## src/rtl/rename_alloc_ctrl_if.sv

```systemverilog
`default_nettype none
// ============================================================================
// Module      : rename_alloc_ctrl_if
// Description : Dispatch, commit and free-list signal bundle for the rename
//               allocation controller.
// Revision    : 1.0 - initial release
// ============================================================================
interface rename_alloc_ctrl_if #(
  parameter int PR_WIDTH = 6,
  parameter int AR_WIDTH = 5
);
  // dispatch side
  logic                disp_valid;
  logic [AR_WIDTH-1:0] disp_rd;
  logic                disp_ready;
  logic [PR_WIDTH-1:0] alloc_preg;
  // commit / flush side
  logic                commit_valid;
  logic [PR_WIDTH-1:0] commit_old_preg;
  logic                flush;
  // free list side
  logic                fl_is_empty;
  logic [PR_WIDTH-1:0] fl_free_preg;
  logic                fl_dequeue;
  logic                fl_enqueue;
  logic [PR_WIDTH-1:0] fl_freed_preg;
  logic                fl_branch;
  logic                fl_jmp;
  // status
  logic                recovering;
  logic [31:0]         stall_empty_cnt;
  logic [15:0]         flush_cnt;

  // Environment side: pipeline and free list
  modport master (
    output disp_valid, disp_rd, commit_valid, commit_old_preg, flush,
           fl_is_empty, fl_free_preg,
    input  disp_ready, alloc_preg, fl_dequeue, fl_enqueue, fl_freed_preg,
           fl_branch, fl_jmp, recovering, stall_empty_cnt, flush_cnt
  );

  // Controller side
  modport slave (
    input  disp_valid, disp_rd, commit_valid, commit_old_preg, flush,
           fl_is_empty, fl_free_preg,
    output disp_ready, alloc_preg, fl_dequeue, fl_enqueue, fl_freed_preg,
           fl_branch, fl_jmp, recovering, stall_empty_cnt, flush_cnt
  );
endinterface
`default_nettype wire

```

## src/rtl/rename_alloc_ctrl.sv

```systemverilog
`default_nettype none
// ============================================================================
// Module      : rename_alloc_ctrl
// Description : Grants destination physical registers to dispatch, returns
//               freed registers from commit, converts flushes into free-list
//               branch/jump recovery, holds dispatch for a recovery window and
//               keeps saturating performance counters.
// Revision    : 1.0 - initial release
// ============================================================================
module rename_alloc_ctrl #(
  parameter int PR_WIDTH       = 6,
  parameter int AR_WIDTH       = 5,
  parameter int RECOVER_CYCLES = 1
) (
  input  wire logic             clk,
  input  wire logic             rst,
  rename_alloc_ctrl_if.slave    bus
);

  localparam logic [1:0] c_ST_INIT    = 2'd0;
  localparam logic [1:0] c_ST_RUN     = 2'd1;
  localparam logic [1:0] c_ST_RECOVER = 2'd2;

  // Recovery window counts down to zero while in RECOVER, so load one less
  localparam logic [3:0]          c_REC_LOAD = 4'(RECOVER_CYCLES - 1);
  localparam logic [AR_WIDTH-1:0] c_AR_ZERO  = '0;
  localparam logic [PR_WIDTH-1:0] c_PR_ZERO  = '0;

  logic [1:0]          r_state;
  logic [1:0]          w_state_nxt;
  logic [3:0]          r_rec_cnt;
  logic [3:0]          w_rec_cnt_nxt;
  logic [31:0]         r_stall_empty_cnt;
  logic [15:0]         r_flush_cnt;

  logic                w_rd_is_x0;
  logic                w_run_open;
  logic                w_disp_ready;
  logic [PR_WIDTH-1:0] w_alloc_preg;
  logic                w_fl_dequeue;
  logic                w_fl_enqueue;
  logic [PR_WIDTH-1:0] w_fl_freed_preg;
  logic                w_fl_branch;
  logic                w_fl_jmp;
  logic                w_recovering;
  logic                w_stall_empty;

  assign w_rd_is_x0 = (bus.disp_rd == c_AR_ZERO);

  // State register with recovery countdown
  always_ff @(posedge clk) begin
    if (rst) begin
      r_state   <= c_ST_INIT;
      r_rec_cnt <= 4'd0;
    end else begin
      r_state   <= w_state_nxt;
      r_rec_cnt <= w_rec_cnt_nxt;
    end
  end

  // Next-state: any flush (re)enters RECOVER with a fresh window
  always_comb begin
    w_state_nxt   = r_state;
    w_rec_cnt_nxt = r_rec_cnt;
    if (bus.flush) begin
      w_state_nxt   = c_ST_RECOVER;
      w_rec_cnt_nxt = c_REC_LOAD;
    end else begin
      case (r_state)
        c_ST_INIT: w_state_nxt = c_ST_RUN;
        c_ST_RUN:  w_state_nxt = c_ST_RUN;
        c_ST_RECOVER: begin
          if (r_rec_cnt == 4'd0) begin
            w_state_nxt = c_ST_RUN;
          end else begin
            w_rec_cnt_nxt = r_rec_cnt - 4'd1;
          end
        end
        default: w_state_nxt = c_ST_INIT;
      endcase
    end
  end

  // Outputs: grant path, commit return and flush recovery commands, all
  // forced to their idle values while rst is asserted
  always_comb begin
    w_run_open      = 1'b0;
    w_disp_ready    = 1'b0;
    w_alloc_preg    = c_PR_ZERO;
    w_fl_dequeue    = 1'b0;
    w_fl_enqueue    = 1'b0;
    w_fl_freed_preg = c_PR_ZERO;
    w_fl_branch     = 1'b0;
    w_fl_jmp        = 1'b0;
    w_recovering    = 1'b1;
    w_stall_empty   = 1'b0;
    if (!rst) begin
      w_run_open    = (r_state == c_ST_RUN) && !bus.flush;
      w_disp_ready  = w_run_open && (w_rd_is_x0 || !bus.fl_is_empty);
      w_alloc_preg  = w_rd_is_x0 ? c_PR_ZERO : bus.fl_free_preg;
      w_fl_dequeue  = bus.disp_valid && w_disp_ready && !w_rd_is_x0;
      w_stall_empty = bus.disp_valid && w_run_open && !w_rd_is_x0 && bus.fl_is_empty;
      w_recovering  = (r_state != c_ST_RUN);
      if (bus.flush) begin
        // The commit rides along with the jump so the committed head stays exact
        w_fl_jmp    = bus.commit_valid;
        w_fl_branch = !bus.commit_valid;
        if (bus.commit_valid) begin
          w_fl_freed_preg = bus.commit_old_preg;
        end
      end else if (bus.commit_valid && (bus.commit_old_preg != c_PR_ZERO)) begin
        w_fl_enqueue    = 1'b1;
        w_fl_freed_preg = bus.commit_old_preg;
      end
    end
  end

  // Saturating performance counters
  always_ff @(posedge clk) begin
    if (rst) begin
      r_stall_empty_cnt <= 32'd0;
      r_flush_cnt       <= 16'd0;
    end else begin
      if (w_stall_empty && (r_stall_empty_cnt != 32'hFFFF_FFFF)) begin
        r_stall_empty_cnt <= r_stall_empty_cnt + 32'd1;
      end
      if (bus.flush && (r_flush_cnt != 16'hFFFF)) begin
        r_flush_cnt <= r_flush_cnt + 16'd1;
      end
    end
  end

  assign bus.disp_ready      = w_disp_ready;
  assign bus.alloc_preg      = w_alloc_preg;
  assign bus.fl_dequeue      = w_fl_dequeue;
  assign bus.fl_enqueue      = w_fl_enqueue;
  assign bus.fl_freed_preg   = w_fl_freed_preg;
  assign bus.fl_branch       = w_fl_branch;
  assign bus.fl_jmp          = w_fl_jmp;
  assign bus.recovering      = w_recovering;
  assign bus.stall_empty_cnt = r_stall_empty_cnt;
  assign bus.flush_cnt       = r_flush_cnt;

endmodule
`default_nettype wire

```

## src/flat_wrapper.sv

```systemverilog
// flat-port wrapper written by rule: the top's interface ports become plain ports
module rename_alloc_ctrl_flat 
#(
  parameter int PR_WIDTH       = 6,
  parameter int AR_WIDTH       = 5,
  parameter int RECOVER_CYCLES = 1
)
  (clk, rst, bus_disp_valid, bus_disp_rd, bus_commit_valid, bus_commit_old_preg, bus_flush, bus_fl_is_empty, bus_fl_free_preg, bus_disp_ready, bus_alloc_preg, bus_fl_dequeue, bus_fl_enqueue, bus_fl_freed_preg, bus_fl_branch, bus_fl_jmp, bus_recovering, bus_stall_empty_cnt, bus_flush_cnt);
  rename_alloc_ctrl_if #(.PR_WIDTH(PR_WIDTH), .AR_WIDTH(AR_WIDTH)) bus_i ();
  input  wire logic clk;
  input  wire logic rst;
  input wire logic [$bits(bus_i.disp_valid)-1:0] bus_disp_valid;
  input wire logic [$bits(bus_i.disp_rd)-1:0] bus_disp_rd;
  input wire logic [$bits(bus_i.commit_valid)-1:0] bus_commit_valid;
  input wire logic [$bits(bus_i.commit_old_preg)-1:0] bus_commit_old_preg;
  input wire logic [$bits(bus_i.flush)-1:0] bus_flush;
  input wire logic [$bits(bus_i.fl_is_empty)-1:0] bus_fl_is_empty;
  input wire logic [$bits(bus_i.fl_free_preg)-1:0] bus_fl_free_preg;
  output wire logic [$bits(bus_i.disp_ready)-1:0] bus_disp_ready;
  output wire logic [$bits(bus_i.alloc_preg)-1:0] bus_alloc_preg;
  output wire logic [$bits(bus_i.fl_dequeue)-1:0] bus_fl_dequeue;
  output wire logic [$bits(bus_i.fl_enqueue)-1:0] bus_fl_enqueue;
  output wire logic [$bits(bus_i.fl_freed_preg)-1:0] bus_fl_freed_preg;
  output wire logic [$bits(bus_i.fl_branch)-1:0] bus_fl_branch;
  output wire logic [$bits(bus_i.fl_jmp)-1:0] bus_fl_jmp;
  output wire logic [$bits(bus_i.recovering)-1:0] bus_recovering;
  output wire logic [$bits(bus_i.stall_empty_cnt)-1:0] bus_stall_empty_cnt;
  output wire logic [$bits(bus_i.flush_cnt)-1:0] bus_flush_cnt;
  assign bus_i.disp_valid = bus_disp_valid;
  assign bus_i.disp_rd = bus_disp_rd;
  assign bus_i.commit_valid = bus_commit_valid;
  assign bus_i.commit_old_preg = bus_commit_old_preg;
  assign bus_i.flush = bus_flush;
  assign bus_i.fl_is_empty = bus_fl_is_empty;
  assign bus_i.fl_free_preg = bus_fl_free_preg;
  assign bus_disp_ready = bus_i.disp_ready;
  assign bus_alloc_preg = bus_i.alloc_preg;
  assign bus_fl_dequeue = bus_i.fl_dequeue;
  assign bus_fl_enqueue = bus_i.fl_enqueue;
  assign bus_fl_freed_preg = bus_i.fl_freed_preg;
  assign bus_fl_branch = bus_i.fl_branch;
  assign bus_fl_jmp = bus_i.fl_jmp;
  assign bus_recovering = bus_i.recovering;
  assign bus_stall_empty_cnt = bus_i.stall_empty_cnt;
  assign bus_flush_cnt = bus_i.flush_cnt;
  rename_alloc_ctrl #(.PR_WIDTH(PR_WIDTH), .AR_WIDTH(AR_WIDTH), .RECOVER_CYCLES(RECOVER_CYCLES)) u_core (.clk(clk), .rst(rst), .bus(bus_i));
endmodule
```

## config.mk

```make
export PLATFORM = sky130hd
export DESIGN_NAME = rename_alloc_ctrl_flat
export DESIGN_NICKNAME = d
export VERILOG_FILES = /design/src/rtl/rename_alloc_ctrl_if.sv /design/src/rtl/rename_alloc_ctrl.sv /design/src/flat_wrapper.sv
export SDC_FILE = /design/constraint.sdc
export NUM_CORES = 1
export LEC_CHECK = 0
export CAP_MARGIN = 20
export CORE_MARGIN = 2
export CORE_UTILIZATION = 40
export DETAILED_ROUTE_END_ITERATION = 12
export PLACE_DENSITY = 0.81
export RECOVER_POWER = 25
export SLEW_MARGIN = 5
export SYNTH_ARGS = -nofsm -noshare
export SYNTH_HDL_FRONTEND = slang
export SYNTH_SLANG_ARGS = --single-unit
```

## constraint.sdc

```tcl
create_clock -name clk -period 5.6 [get_ports clk]
set_input_delay 1.4 -clock clk [delete_from_list [all_inputs] [get_ports clk]]
set_output_delay 1.4 -clock clk [all_outputs]
set_load 0.03 [all_outputs]
```

## Word-level counts from Yosys, hierarchy flattened

Index checks and enable logic that the tools add are counted.

| operators by class | value |
|---|---|
| $add $sub $neg | 3 |
| equality and inequality tests | 7 |
| multiplexer cells | 20 |
| bitwise gates (word level) | 1 |
| reduce and logical (&&, ||, !) cells | 22 |

Operators with widths:

| cell | number |
|---|---|
| $mux W6 | 6 |
| $add A32 B1 Y32 const B | 1 |
| $ne A32 B32 Y1 const B | 1 |
| $add A16 B1 Y16 const B | 1 |
| $ne A16 B16 Y1 const B | 1 |
| $mux W1 | 11 |
| $logic_and A1 B1 Y1 | 10 |
| $reduce_bool A6 Y1 | 1 |
| $logic_not A5 Y1 | 1 |
| $logic_not A1 Y1 | 4 |
| $logic_not A4 Y1 | 1 |
| $mux W2 | 2 |
| $ne A2 B1 Y1 const B | 2 |
| $pmux W2 S2 | 1 |
| $reduce_or A2 Y1 | 2 |
| $sub A4 B1 Y4 const B | 1 |
| $ne A3 B2 Y1 const B | 1 |
| $eq A2 B1 Y1 const B | 1 |
| $eq A2 B2 Y1 const B | 1 |
| $logic_not A2 Y1 | 1 |
| $reduce_and A2 Y1 | 1 |
| $logic_or A1 B1 Y1 | 1 |
| $not A1 Y1 | 1 |

| word-level totals | value |
|---|---|
| flip-flop bits (word level) | 54 |
| input port bits | 23 |
| output and inout port bits | 66 |
| word-level logic and storage cells | 58 |

## Longest topological paths before layout

| depth | value |
|---|---|
| depth in word-level cells | 7 |
| gate-level depth with buffers | 7 |
| gate-level depth less buffers | 6 |

## Least setup slack after synthesis

OpenSTA, ideal clock, no wires.

| timing path | value |
|---|---|
| path type | in2out |
| start | input bus_disp_rd[0] |
| end | output bus_disp_ready |
| arrival time | 2.981 ns |
| required time | 4.200 ns |
| slack | 1.219 ns |
| stages on the path | 3 |
| buffers on the path | 0 |
| cells stage by stage | or4_1 or2_2 a21boi_0 |

| between the ends | value |
|---|---|
| word-level cells in the longest chain between the ends | 4 |

Ends and longest elaborated chain:

| item | line | source |
|---|---|---|
| start, declared | flat_wrapper.sv:13 | `input wire logic [$bits(bus_i.disp_rd)-1:0] bus_disp_rd;` |
| $logic_not A5 Y1 | rename_alloc_ctrl.sv:48 | `assign w_rd_is_x0 = (bus.disp_rd == c_AR_ZERO);` |
| $logic_or A1 B1 Y1 | rename_alloc_ctrl.sv:99 | `w_disp_ready = w_run_open && (w_rd_is_x0 \|\| !bus.fl_is_empty);` |
| $logic_and A1 B1 Y1 | rename_alloc_ctrl.sv:99 |  |
| $mux W1 | rename_alloc_ctrl.sv:97 | `if (!rst) begin` |
| end, declared | flat_wrapper.sv:19 | `output wire logic [$bits(bus_i.disp_ready)-1:0] bus_disp_ready;` |

Every way passes these cells.

## Worst setup path after layout

| timing path | value |
|---|---|
| start | input bus_disp_rd[0] |
| end | output bus_alloc_preg[3] |

| between the ends | value |
|---|---|
| word-level cells in the longest chain between the ends | 3 |

Ends and longest elaborated chain:

| item | line | source |
|---|---|---|
| $logic_not A5 Y1 | rename_alloc_ctrl.sv:48 |  |
| $mux W6 | rename_alloc_ctrl.sv:100 | `w_alloc_preg = w_rd_is_x0 ? c_PR_ZERO : bus.fl_free_preg;` |
| $mux W6 | rename_alloc_ctrl.sv:97 |  |
| end, declared | flat_wrapper.sv:20 | `output wire logic [$bits(bus_i.alloc_preg)-1:0] bus_alloc_preg;` |

Every way passes these cells.

==> impl_results.html <==
<table>
<tr><th>Metric</th><th>Value</th></tr>
<tr><th colspan="2">Clock tree</th></tr>
<tr><td>Number of clock buffers inserted by TritonCTS</td><td>5</td></tr>
<tr><td>Clock latency reported for the late side of the worst-skew pair</td><td>~0.3 ns</td></tr>
<tr><td>Level count of the clock H-tree</td><td>2</td></tr>
<tr><td>CTS tree</td><td>done</td></tr>
<tr><td>Number of hold-repair buffers added at the cts stage</td><td>0</td></tr>
<tr><td>Clock tree root driver cell</td><td>clkbuf_8</td></tr>
<tr><td>Maximum buffer depth of the clock tree</td><td>2</td></tr>
<tr><td>Post-CTS Setup Repair Bufs</td><td>0</td></tr>
<tr><td>Clock sinks</td><td>54</td></tr>
<tr><td>CTS clock-pin slew for the worst setup and hold paths</td><td>0.08 ns</td></tr>
<tr><td>Number of gates given a new drive strength after cts</td><td>0</td></tr>
<tr><th colspan="2">Yosys</th></tr>
<tr><td>Number of enable-type register cells in the synthesized netlist</td><td>0</td></tr>
<tr><td>Distinct cells, synth</td><td>43</td></tr>
<tr><td>Fraction of synthesized cell area taken by the top area cell type</td><td>38.7%</td></tr>
<tr><td>Most frequently used cell type in the post-synthesis netlist</td><td>dfxtp_1</td></tr>
<tr><td>Mapped cell area</td><td>2800 µm²</td></tr>
<tr><td>Top cells by area in the synthesized netlist</td><td>dfxtp_1, or3_1, a21oi_1</td></tr>
<tr><td>Number of standard cells after synthesis</td><td>between 300 and 400</td></tr>
<tr><td>Net count after synthesis</td><td>~370</td></tr>
<tr><td>Cell type contributing the most total cell area after synthesis</td><td>dfxtp_1</td></tr>
<tr><td>Asr flop ratio synth</td><td>0%</td></tr>
<tr><td>Commonest cells in the netlist</td><td>dfxtp_1, nor2_1, a21oi_1, or3_1, o21ai_0</td></tr>
<tr><td>Synth Warn #</td><td>0</td></tr>
<tr><td>Count of state elements after synthesis</td><td>54</td></tr>
<tr><td>Top flip-flop cell by instance count after synthesis</td><td>dfxtp_1</td></tr>
<tr><td>Synthesized area per cell</td><td>8.22 µm²</td></tr>
<tr><td>Proportion of synthesized chip area in sequential cells</td><td>38.7%</td></tr>
<tr><th colspan="2">Job</th></tr>
<tr><td>Max_cap viols</td><td>0</td></tr>
<tr><th colspan="2">Pwr</th></tr>
<tr><td>Part of the power in combinational logic</td><td>9.2%</td></tr>
<tr><td>Leakage</td><td>~1.2 nW</td></tr>
<tr><td>Power per unit of standard cell area</td><td>185 nW/µm²</td></tr>
<tr><td>Internal power</td><td>approximately 0.00055 W</td></tr>
<tr><td>Sequential share of power</td><td>between 50 and 60%</td></tr>
<tr><td>Clock network fraction of design power</td><td>35.9%</td></tr>
<tr><td>Overall power of the completed layout</td><td>0.000709 W</td></tr>
<tr><td>Net switching power figure</td><td>about 0.00016 W</td></tr>
<tr><td>Switching fraction of total power</td><td>22.2%</td></tr>
<tr><td>Peak VDD IR</td><td>87.2 µV</td></tr>
<tr><th colspan="2">Global routing</th></tr>
<tr><td>Largest net degree at the start of global routing</td><td>56</td></tr>
<tr><td>Total global routing overflow</td><td>0</td></tr>
<tr><td>Overall fraction of global-route tracks in use</td><td>17.5%</td></tr>
<tr><td>Vias in the first global route</td><td>between 2000 and 3000</td></tr>
<tr><td>First-pass GRT wire length</td><td>11100 µm</td></tr>
<tr><td>Number of antenna violations at the first check in global routing</td><td>0</td></tr>
<tr><th colspan="2">Final layout</th></tr>
<tr><td>Layout fillers</td><td>627</td></tr>
<tr><td>Number of nets at the end of the flow</td><td>about 450</td></tr>
<tr><td>Total non-filler cell area in the finished layout</td><td>3840 µm²</td></tr>
<tr><td>Post-layout utilization of the core</td><td>56.5%</td></tr>
<tr><td># diodes</td><td>0</td></tr>
<tr><td>Share of layout cells above drive strength 1</td><td>4.25%</td></tr>
<tr><td>Area Overhead vs Synth</td><td>37.3%</td></tr>
<tr><th colspan="2">Floorplan</th></tr>
<tr><td>Placeable core area</td><td>between 6000 and 7000 µm²</td></tr>
<tr><td>Die outline area</td><td>7680 µm²</td></tr>
<tr><td>Horizontal die dimension</td><td>87.6 µm</td></tr>
<tr><td>Die extent in y</td><td>between 80 and 90 µm</td></tr>
<tr><td>Initial core utilization</td><td>slightly above 40%</td></tr>
<tr><td>I/O pin cnt</td><td>between 80 and 90</td></tr>
<tr><td>Standard-cell row count</td><td>30</td></tr>
<tr><th colspan="2">Critical path</th></tr>
<tr><td>Setup crit end kind</td><td>primary output</td></tr>
<tr><td>Library cell appearing most often on the critical path</td><td>clkdlybuf4s50_1</td></tr>
<tr><td>Slowest CP cell</td><td>clkdlybuf4s50_1</td></tr>
<tr><td>Startpoint type of the worst setup path</td><td>input port</td></tr>
<tr><td>Crit-path max FO</td><td>6</td></tr>
<tr><td>Cell chain of the critical path</td><td>clkdlybuf4s50_1 -&gt; or4_1 -&gt; or2_2 -&gt; nor2b_1 -&gt; and2_1 -&gt; clkdlybuf4s50_1</td></tr>
<tr><td>Worst setup path category</td><td>input port to primary output</td></tr>
<tr><td>Required time at the endpoint of the critical path</td><td>4.20 ns</td></tr>
<tr><td>Critical path arrival</td><td>3.67 ns</td></tr>
<tr><td>Crit-path max cell delay</td><td>0.59 ns</td></tr>
<tr><td>Kind of cell adding the most delay to the critical path</td><td>simple AND/OR/NAND/NOR gates</td></tr>
<tr><td>Critical path buffers and inverters</td><td>2</td></tr>
<tr><th colspan="2">Timing</th></tr>
<tr><td>Worst slew pin tran</td><td>1.02 ns</td></tr>
<tr><td>Final count of negative-setup-slack endpoints</td><td>0</td></tr>
<tr><td>Period Utilization, post-route</td><td>90.6%</td></tr>
<tr><td>Fin. Hold Viols</td><td>0</td></tr>
<tr><td>Fin Clk Skew</td><td>0.0130 ns</td></tr>
<tr><td>Remaining max-slew budget at the tightest pin</td><td>approximately a third</td></tr>
<tr><td>Post-layout minimum cycle time</td><td>5.07 ns</td></tr>
<tr><td>Max-slew violations</td><td>0</td></tr>
<tr><td>Fmax</td><td>197 MHz</td></tr>
<tr><td>Fin Setup TNS</td><td>0 ns</td></tr>
<tr><td>RSZ-0062 raised after global routing</td><td>no</td></tr>
<tr><td>Hold Slack</td><td>0.471 ns</td></tr>
<tr><th colspan="2">Placement</th></tr>
<tr><td>Count of input and output buffers</td><td>88</td></tr>
<tr><td>Final HPWL from detailed placement</td><td>between 4000 and 5000 µm</td></tr>
<tr><td>Gp weighted congestion</td><td>~0.73</td></tr>
<tr><td>Area post-placement</td><td>3740 µm²</td></tr>
<tr><th colspan="2">Drt</th></tr>
<tr><td>Iteration-0 DRC Markers</td><td>108</td></tr>
<tr><td>Number of detailed-routing iterations run before antenna repair</td><td>7</td></tr>
<tr><td>DRC violations left</td><td>0</td></tr>
<tr><td>Final wirelength</td><td>6850 µm</td></tr>
<tr><td>Vias after detailed routing</td><td>2787</td></tr>
<tr><td>Antenna Violating Nets Remaining</td><td>0</td></tr>
<tr><td>Average via count per standard cell</td><td>5.36</td></tr>
<tr><td>Routed wirelength normalized by instance count</td><td>13.2 µm</td></tr>
<tr><th colspan="2">Worst hold path</th></tr>
<tr><td>Worst hold path type</td><td>flip-flop to flip-flop</td></tr>
<tr><th colspan="2">Status</th></tr>
<tr><td>Outcome</td><td>complete, no violations</td></tr>
</table>
[worst reg2reg max path, stage by stage, from the launching register on]
cell and delay, ns:
dfxtp_1 0.45, nand4_2 0.16, or4_1 0.77, o211ai_1 0.79, or4_1 0.22, a21oi_1 0.06
[area by class of cell]
class | instances | area [µm²] | share of cell area, %
tap | 96 | 120 | 3.13
multi-input combinational | 264 | 1620 | 42.2
sequential | 54 | 1080 | 28.2
clock inverter | 1 | 30.0 | 0.782
timing repair buffer | 89 | 880 | 22.9
clock buffer | 7 | 76.3 | 1.99
inverter | 9 | 33.8 | 0.880
[metal layers]
layer / track usage [%] / wire length (µm) / share of wire (%) / vias up
li1: - / - / - / 1405
met1: 21.4 / 3060 / 45 / 1310
met2: 31.0 / 3370 / 49 / 67
met3: 4.05 / 367 / 5.4 / 5
met4: 4.20 / 53 / 0.77 / 0
met5: 0 / 0 / 0 / -
[cells by family (layout without fill, tap and decap cells)]
kind of cell | count (synthesis) | count (layout) | synth area share [%]
AO/OA/AOI/OAI | 65 | 65 | 14.1
AND/OR/NAND/NOR | 172 | 172 | 34.8
multiplexers | 2 | 2 | 0.716
buffers and inverters | 22 | 106 | 3.45
XOR/XNOR | 22 | 22 | 6.89
adder cells (fa/ha/maj) | 3 | 3 | 1.34
flip-flops | 54 | 54 | 38.7
[per-stage QoR]
step | setup WS (ns) | std cells
floorplan | 1.22 | 340
global placement | 0.576 | 512
detailed placement | 0.512 | 512
CTS | 0.511 | 520
global route | 0.421 | 520
finish | 0.526 | 520
[layout by cell type (no fill, tap or decap), types with 3 or more instances in the layout]
| cell type | n |
|---|---|
| o31ai_1 | 5 |
| nor4_1 | 6 |
| dfxtp_1 | 54 |
| a21oi_1 | 28 |
| nor2_1 | 34 |
| xnor2_1 | 15 |
| nand3_1 | 17 |
| clkbuf_1 | 3 |
| xor2_1 | 7 |
| inv_1 | 9 |
| nand2_1 | 20 |
| nand4_1 | 15 |
| and4_1 | 4 |
| or4_1 | 9 |
| o21ai_0 | 22 |
| dlygate4sd3_1 | 14 |
| or3_1 | 24 |
| ha_1 | 3 |
| clkdlybuf4s50_1 | 73 |
| and2_1 | 16 |
| or2_2 | 3 |
| nor3_1 | 11 |
| clkbuf_8 | 5 |
| and3_1 | 4 |
[power groups by stage]
stage | Sequential, W | Clock [W] | Combinational, W
2_1_floorplan | 0.000401 | 0 | 0.0000294
4_1_cts | 0.000390 | 0.000266 | 0.0000660
5_1_grt | 0.000390 | 0.000278 | 0.0000694
3_5_place_dp | 0.000399 | 0 | 0.0000659
3_3_place_gp | 0.000399 | 0 | 0.0000648
6_report | 0.000389 | 0.000254 | 0.0000651
[final timing paths]
path         cells after the start                           start                              to  slack (ns)
max                              6                  bus_disp_rd[0]               bus_alloc_preg[3]        0.53
min                              1               u_core.r_state[0]               u_core.r_state[0]        0.47
max reg2reg                      5  u_core.bus.stall_empty_cnt[14]  u_core.bus.stall_empty_cnt[23]        3.01
min reg2reg                      1               u_core.r_state[0]               u_core.r_state[0]        0.47
[sequential cells by signal, indices dropped and copies added, names as in the netlist]
signal                      cells
u_core.bus.stall_empty_cnt     32
u_core.bus.flush_cnt           16
u_core.r_rec_cnt                4
u_core.r_state                  2
(Power assumes the default switching activity.)
